$ cat config.mk
export PLATFORM = sky130hd
export DESIGN_NAME = arb_requester
export DESIGN_NICKNAME = d
export VERILOG_FILES = /design/src/rtl/arb_requester.sv
export SDC_FILE = /design/constraint.sdc
export NUM_CORES = 1
export LEC_CHECK = 0
export CAP_MARGIN = 25
export CORE_ASPECT_RATIO = 0.75
export CORE_UTILIZATION = 45
export CTS_CLUSTER_DIAMETER = 30
export DETAILED_ROUTE_END_ITERATION = 16
export PLACE_DENSITY = 0.75
export RECOVER_POWER = 25
export SETUP_SLACK_MARGIN = 0.1
export SLEW_MARGIN = 20
export SYNTH_ARGS = -nofsm -noshare
export SYNTH_HDL_FRONTEND = slang
export SYNTH_SLANG_ARGS = --single-unit
$ cat constraint.sdc
create_clock -name clk -period 2.55 [get_ports clk]
set_input_delay 0.51 -clock clk [delete_from_list [all_inputs] [get_ports clk]]
set_output_delay 0.51 -clock clk [all_outputs]
set_load 0.01 [all_outputs]
$ cat src/rtl/arb_requester.sv
// arb_requester: client-side agent for the two-way req/gnt arbiter.
// Jobs from local logic queue in a small FIFO. Each job is turned into a
// request, a granted burst of job_len+1 beats, and a one-cycle release.
// Optional feature macro: REQ_TIMEOUT_EN. When it is defined, a request that
// waits TIMEOUT cycles without a grant is abandoned and timeout_err pulses.
module arb_requester #(
   parameter int DATA_W  = 8,
   parameter int LEN_W   = 4,
   parameter int DEPTH   = 4,
   parameter int TIMEOUT = 16
) (
   input  logic              clk,
   input  logic              rst,
   input  logic              job_valid,
   output logic              job_ready,
   input  logic [LEN_W-1:0]  job_len,
   input  logic [DATA_W-1:0] job_data,
   output logic              req,
   input  logic              gnt,
   output logic              bus_valid,
   output logic [DATA_W-1:0] bus_data,
   output logic              bus_last,
   output logic              busy,
   output logic              timeout_err
);

   localparam int PTR_W = $clog2(DEPTH);
   localparam int CNT_W = PTR_W + 1;

   typedef enum logic [1:0] {
      IDLE = 2'd0,
      REQ  = 2'd1,
      XFER = 2'd2,
      REL  = 2'd3
   } state_t;

   // Refuse to elaborate with a FIFO depth the pointer arithmetic cannot handle
   // or a timeout limit that could never be reached.
   if (DEPTH < 2 || (DEPTH & (DEPTH - 1)) != 0 || TIMEOUT < 1) begin : g_bad_cfg
      $error("arb_requester: DEPTH must be a power of two >= 2 and TIMEOUT >= 1");
   end

   state_t             state;
   state_t             nextState;

   logic [LEN_W-1:0]   lenMem  [DEPTH];
   logic [DATA_W-1:0]  dataMem [DEPTH];
   logic [PTR_W-1:0]   wrPtr;
   logic [PTR_W-1:0]   rdPtr;
   logic [CNT_W-1:0]   count;
   logic               full;
   logic               empty;
   logic               push;
   logic               pop;

   logic [LEN_W-1:0]   curLen;
   logic [DATA_W-1:0]  curData;
   logic [LEN_W-1:0]   beat;
   logic               reqQ;
   logic               abort;

   assign full      = (count == CNT_W'(DEPTH));
   assign empty     = (count == '0);
   assign job_ready = !full;

   // A full FIFO refuses new jobs even when a pop happens on the same edge.
   assign push = job_valid && !full;
   assign pop  = (state == IDLE) && !empty;

   assign bus_valid = (state == XFER) && gnt;
   assign bus_data  = curData + DATA_W'(beat);
   assign bus_last  = bus_valid && (beat == curLen);
   assign busy      = (state != IDLE) || !empty;
   assign req       = reqQ;

   // Job storage is plain memory; occupancy is tracked by the pointers, so no reset is needed here.
   always_ff @(posedge clk) begin
      if (push) begin
         lenMem[wrPtr]  <= job_len;
         dataMem[wrPtr] <= job_data;
      end
   end

   // FIFO pointers and occupancy; power-of-two depth lets the pointers wrap naturally.
   always_ff @(posedge clk) begin
      if (rst) begin
         wrPtr <= '0;
         rdPtr <= '0;
         count <= '0;
      end else begin
         if (push) begin
            wrPtr <= wrPtr + 1'b1;
         end
         if (pop) begin
            rdPtr <= rdPtr + 1'b1;
         end
         case ({push, pop})
            2'b10:   count <= count + 1'b1;
            2'b01:   count <= count - 1'b1;
            default: count <= count;
         endcase
      end
   end

`ifdef REQ_TIMEOUT_EN
   localparam int TO_W = $clog2(TIMEOUT + 1);

   logic [TO_W-1:0] waitCount;
   logic            timeoutQ;

   // Count ungranted cycles spent in REQ; the count restarts with every newly popped job.
   always_ff @(posedge clk) begin
      if (rst || pop) begin
         waitCount <= '0;
      end else if ((state == REQ) && !gnt) begin
         waitCount <= waitCount + 1'b1;
      end
   end

   // The abort decision is registered so the error pulse lines up with the release cycle.
   always_ff @(posedge clk) begin
      if (rst) begin
         timeoutQ <= 1'b0;
      end else begin
         timeoutQ <= abort;
      end
   end

   assign timeout_err = timeoutQ;
`else
   assign timeout_err = 1'b0;
`endif

   // Next-state decode: wait for grant, stream until the last beat, then release for one cycle.
   always_comb begin
      nextState = state;
      abort     = 1'b0;
      case (state)
         IDLE: begin
            if (!empty) begin
               nextState = REQ;
            end
         end
         REQ: begin
            if (gnt) begin
               nextState = XFER;
            end
`ifdef REQ_TIMEOUT_EN
            else if (waitCount == TO_W'(TIMEOUT - 1)) begin
               nextState = REL;
               abort     = 1'b1;
            end
`endif
         end
         XFER: begin
            if (bus_last) begin
               nextState = REL;
            end
         end
         REL: begin
            nextState = IDLE;
         end
         default: begin
            nextState = IDLE;
         end
      endcase
   end

   // State register plus a registered req that follows the state being entered.
   always_ff @(posedge clk) begin
      if (rst) begin
         state <= IDLE;
         reqQ  <= 1'b0;
      end else begin
         state <= nextState;
         reqQ  <= (nextState == REQ) || (nextState == XFER);
      end
   end

   // Current job registers and beat counter; a grant stall simply holds the beat.
   always_ff @(posedge clk) begin
      if (rst) begin
         curLen  <= '0;
         curData <= '0;
         beat    <= '0;
      end else if (pop) begin
         curLen  <= lenMem[rdPtr];
         curData <= dataMem[rdPtr];
         beat    <= '0;
      end else if (bus_valid) begin
         beat    <= beat + 1'b1;
      end
   end

endmodule

======== Word-level counts from Yosys, hierarchy flattened ========
Memories as Yosys holds them, arrays and structs flattened. A register that Yosys moved wholly into a read port is not among the register bits.
Index checks and enable logic that the tools add are counted.
Widths: inputs -> output; s select.
storage, ports and cells
  flip-flop bits (word level) ............. 14
  bits in latches ......................... 0
  RAM bits ................................ 48
  ROM bits ................................ 0
  input bits .............................. 16
  output and inout bits ................... 14
  memories ................................ 2
memory list
  name     words  bits a word  read ports  clocked after Yosys merged registers in  write ports  RTL line  source
  dataMem  4      8            1           1                                        1            47        logic [DATA_W-1:0] dataMem [DEPTH];
  lenMem   4      4            1           1                                        1            46        logic [LEN_W-1:0] lenMem [DEPTH];
cells by class
  $add $sub $neg .......................... 6
  multiply operators ...................... 0
  divide/modulo/power cells ............... 0
  magnitude comparators ................... 0
  equal/unequal tests ..................... 9
  shifts and indexed selects .............. 0
  mux-type cells .......................... 7
  bitwise logic cells ..................... 0
  reduce and logical (&&, ||, !) cells .... 13
operators with widths
  kind                 count
  $add 8x4->8          1
  $eq 2x2->1 const B   4
  $pmux 2 s4           1
  $eq 2x1->1 const B   3
  $mux 2               3
  $pmux 3 s2           1
  $add 2x1->2 const B  2
  $add 4x1->4 const B  1
  $eq 4x4->1           1
  $logic_and 1x1->1    4
  $reduce_bool 2->1    2
  $add 3x1->3 const B  1
  $eq 3x3->1 const B   1
  $logic_not 3->1      1
  $sub 3x1->3 const B  1
  $logic_not 1->1      2
  $logic_not 2->1      1
  $logic_or 1x1->1     2
  $mux 1               2
  $reduce_or 2->1      1

======== Depth between registers and ports, before layout ========
  depth after elaboration ................. 7
  mapped depth ............................ 9

======== Worst setup path before layout ========
No wires, ideal clock.
  kind .................................... reg2reg
  start ................................... reg count[0]
  end ..................................... reg count[2]
  setup time .............................. 71 ps
  data arrival time ....................... 2244 ps
  data required time ...................... 2479 ps
  path slack .............................. 235 ps
  stages on the path, launching flop included .. 10
  path buffers ............................ 1
  path through ............................ dfxtp_1 or3b_1 clkbuf_1 nand2_1 ha_1 inv_1 fa_1 xor2_1 or3_2 a21oi_1
between the ends
  word-level cells in the longest chain between the ends .. 5
  elaborated cells between the ends (all ways) .. 12
RTL lines
  item                                                    RTL line  source
  start: declaration                                      50        logic [CNT_W-1:0] count;
  start signal: assignment                                98        2'b10: count <= count + 1'b1;
  start signal: assignment                                99        2'b01: count <= count - 1'b1;
  start signal: assignment                                100       default: count <= count;
  $eq 3x3->1 (*)                                          62        assign full = (count == CNT_W'(DEPTH));
  $logic_not 1->1 (*)                                     n/a
  named net job_ready                                     15        output logic job_ready,
  $logic_and 1x1->1 (*)                                   67        assign push = job_valid && !full;
  $eq 2x1->1 / $eq 2x2->1 (equally long branches)         97        case ({push, pop})
  $pmux 3 s2 / $reduce_bool 2->1 (equally long branches)  n/a
Mark *: on every way through the listed nets, which the timed path passes. The rest lies on a longest branch.
A chain may end at the register's enable or synchronous reset.

======== Final worst setup path ========
  start ................................... reg curData[1] (read register of dataMem)
  end ..................................... out bus_data[7]
between the ends
  word-level cells in the longest chain between the ends .. 1
RTL lines
  item                RTL line  source
  start: declaration  57        logic [DATA_W-1:0] curData;
  $add 8x4->8         71        assign bus_data = curData + DATA_W'(beat);
  end: declaration    21        output logic [DATA_W-1:0] bus_data,
No other way between the ends.

==> flow_summary.yaml <==
sta:
  max_slew_margin: 0.585
  worst_slack_ps: 169
  finalSetupTns_ps: 0
  grt_setup_unrepaired: "true"
  max_freq_mhz: 420
  min_period_ps: 2380
  fin_crit_sh: 0.934
  setup_viol: 0
  hold_viol: 0
  slew_violations: 0
  tightest_slew_ps: 621
  finClkSkew_ps: 7.56
setup_path:
  critPathSlowestCell: "or4_1"
  crit_arrival_ps: 1870
  cp-endpoint: "bus_data[7]"
  worst_setup_path_start_kind: "flip-flop"
  required_ps: 2040
  crit_buf_inv: 1
  reg2regPathDepth: 8
  cp.depth: 5
  max_stage_delay_ps: 480
  crit_fanout: 3
  reg2reg_from: "count[0]"
  worstSetupEndpointType: "primary output"
  crit_type: "flip-flop to primary output"
  cp_top_family: "simple AND/OR/NAND/NOR gates"
  crit_chain: "ha_4 > a211oi_2 > or4_1 > nand4_1 > clkdlybuf4s15_1"
  timing.rr.end: "count[2]"
  r2r_setup_slack_ps: 250
  startpoint: "curData[1]"
final_layout:
  multi_input_area_mm2: 0.00122
  fillCellCount: 559
  mostFrequentLayoutCells: "edfxtp_1, dfxtp_1, buf_4"
  num_antenna_cells: 0
  ff_latch_area_mm2: 0.00197
  finalNetCount: 292
  synthToLayoutAreaGrowth_pct: 20.0
  drive_above_1_share: 0.219
  mostFrequentLayoutCell: "edfxtp_1"
  fin_cells: 367
  final_area_mm2: 0.00393
place:
  hpwl_um: 3740
  dpl.cell_count: 349
  dpl_worst_slack_ps: 112
  placed_area_mm2: 0.00366
  numPortBuffers: 28
  gp_congestion: 0.745
worst_hold_path:
  hold_path.class: "flip-flop to flip-flop"
detailed_routing:
  ant_nets: 0
  first_pass_iters: 4
  vias: 1894
  post_drt_wl_per_cell_um: 15.4
  drc: 0
  drt-vias-per-instance: 5.16
  drtIter0Drc: 88
  finalWirelength_um: 5650
global_route:
  grt_pass1_vias: 1889
  grt-ovfl-total: 0
  grt_pass1_wl_um: 9380
  grt_antenna_before_repair: 0
  busiest_layer: "met2"
  grt_use_met1: 0.214
  grt_usage: 0.170
  grtUsageMet2: 0.277
  gr-usage-met3: 0.0716
  grt_max_degree: 16
yosys:
  synth_top_family_by_area: "multiplexers"
  syn_nets: 250
  synth_compound_area_frac: 0.0925
  synth-xor-area-share: 0.0321
  muxShareOfSynthArea: 0.0960
  ys_seq_elements: 74
  synthArstFlopShare: 0
  avgSynthCellArea_um2: 14.7
  ys_types: 49
  synth_edf_count: 48
  synth_area_mm2: 0.00327
  syn_inst: 222
  synth-adder-area-share: 0.0505
  yosysSeqAreaShare: 0.600
  synthSimpleGateAreaFrac: 0.0795
  yosysWarningCount: 0
  ys.flop_type: "edfxtp_1"
clock_network:
  worstSkewPairLatency_ps: 350
  cts_tree: "built"
  ctsHoldBuffers: 0
  clock_sinks: 74
  cts_made_buffers: 9
  h-tree-depth: 3
  cts_buffer_depth: 2
  root_buffer: "clkbuf_8"
  cts.reportedPaths.clkPinSlew_ps: 70
job:
  max_cap_viol_count: 0
outcome:
  status: "complete, no violations"
power:
  leakagePower_uw: 0.00145
  power_density_mw_per_mm2: 982
  max-vdd-ir-drop_uv: 399
floorplan:
  fp.dieH_um: 75.8
  start_util: 0.472
  rows: 26
  dieArea_mm2: 0.00762
  design.core.area_mm2: 0.00693
  die_w_um: 100
  io_pins: 30
## how the worst min path moves through the flow
| stage | start | to | slack [ps] | cells past startpoint |
|---|---|---|---|---|
| global placement | rdPtr[0] | rdPtr[0] | 450 | 2 |
| floorplan | curData[0] | curData[0] | 460 | 1 |
| global route | rdPtr[0] | rdPtr[0] | 520 | 2 |
| CTS | rdPtr[0] | rdPtr[0] | 490 | 2 |
| finish | rdPtr[0] | rdPtr[0] | 480 | 2 |
| detailed placement | rdPtr[0] | rdPtr[0] | 470 | 2 |
## Yosys cell counts (3+ instances only)
cell type,count,area [um^2]
edfxtp_1,48,1440
dfxtp_1,26,521
a21oi_1,10,50.1
a22o_1,10,87.6
ha_1,10,125
inv_1,10,37.5
mux4_1,9,236
nand2_1,8,30.0
nand3_1,8,40.0
nor2_1,8,30.0
xor2_1,7,61.3
buf_6,6,67.6
o21ai_0,6,30.0
xnor2_1,5,43.8
and3_1,4,25.0
mux4_2,3,67.6
## power breakdown
group	switching [uW]	internal, uW
Sequential	172	1490
Clock	420	451
Combinational	641	679
## worst register-to-register path, cell delays in order (launching register included)
cell     delay (ps)
dfxtp_1         350
or3b_1          430
nand2_1         100
ha_1            180
inv_1            60
fa_1            370
xor2_1          160
or3_2           400
a21oi_1         160
## cells by family (layout without fill, tap and decap cells)
kind of cell / Yosys count / in the layout
AO/OA/AOI/OAI: 42 / 42
XOR/XNOR: 12 / 12
adder cells (fa/ha/maj): 12 / 12
buffers and inverters: 23 / 70
flip-flops: 74 / 74
multiplexers: 13 / 13
other: 1 / 1
AND/OR/NAND/NOR: 45 / 45
## stage by stage
stage,utilization,power [uW],hold slack (ps)
floorplan,-,2620,456
global placement,0.528,2930,454
detailed placement,0.528,2960,470
CTS,0.560,3830,486
global route,0.567,4090,519
finish,0.567,3860,481
## what timing repair did
| action | CTS | global route |
|---|---|---|
| resized for setup | 15 | 15 |
| pin swaps | 3 | 3 |
| gates cloned | 0 | 0 |
| endpoints found under the setup margin | 7 | 7 |
| setup buffers | 0 | 2 |
## sequential cells by signal, indices dropped and copies added (netlist names)
name     flops
curLen       4
lenMem      16
req          1
wrPtr        2
rdPtr        2
beat         4
dataMem     32
state        2
count        3
curData      8
## metal layers
metal,vias to the layer above,share of wire
li1,931,-
met1,915,0.48
met2,42,0.46
met3,6,0.054
met4,0,0.0078
met5,-,0
## final cells by class
type | count | share of cell area
multi-input cells | 125 | 0.310
flip-flops and latches | 74 | 0.501
clock buffers | 11 | 0.0335
well taps | 98 | 0.0312
clock inverters | 5 | 0.0147
inverters | 10 | 0.00956
repair buffers | 44 | 0.0997
Power figures use the tool's default switching activity.
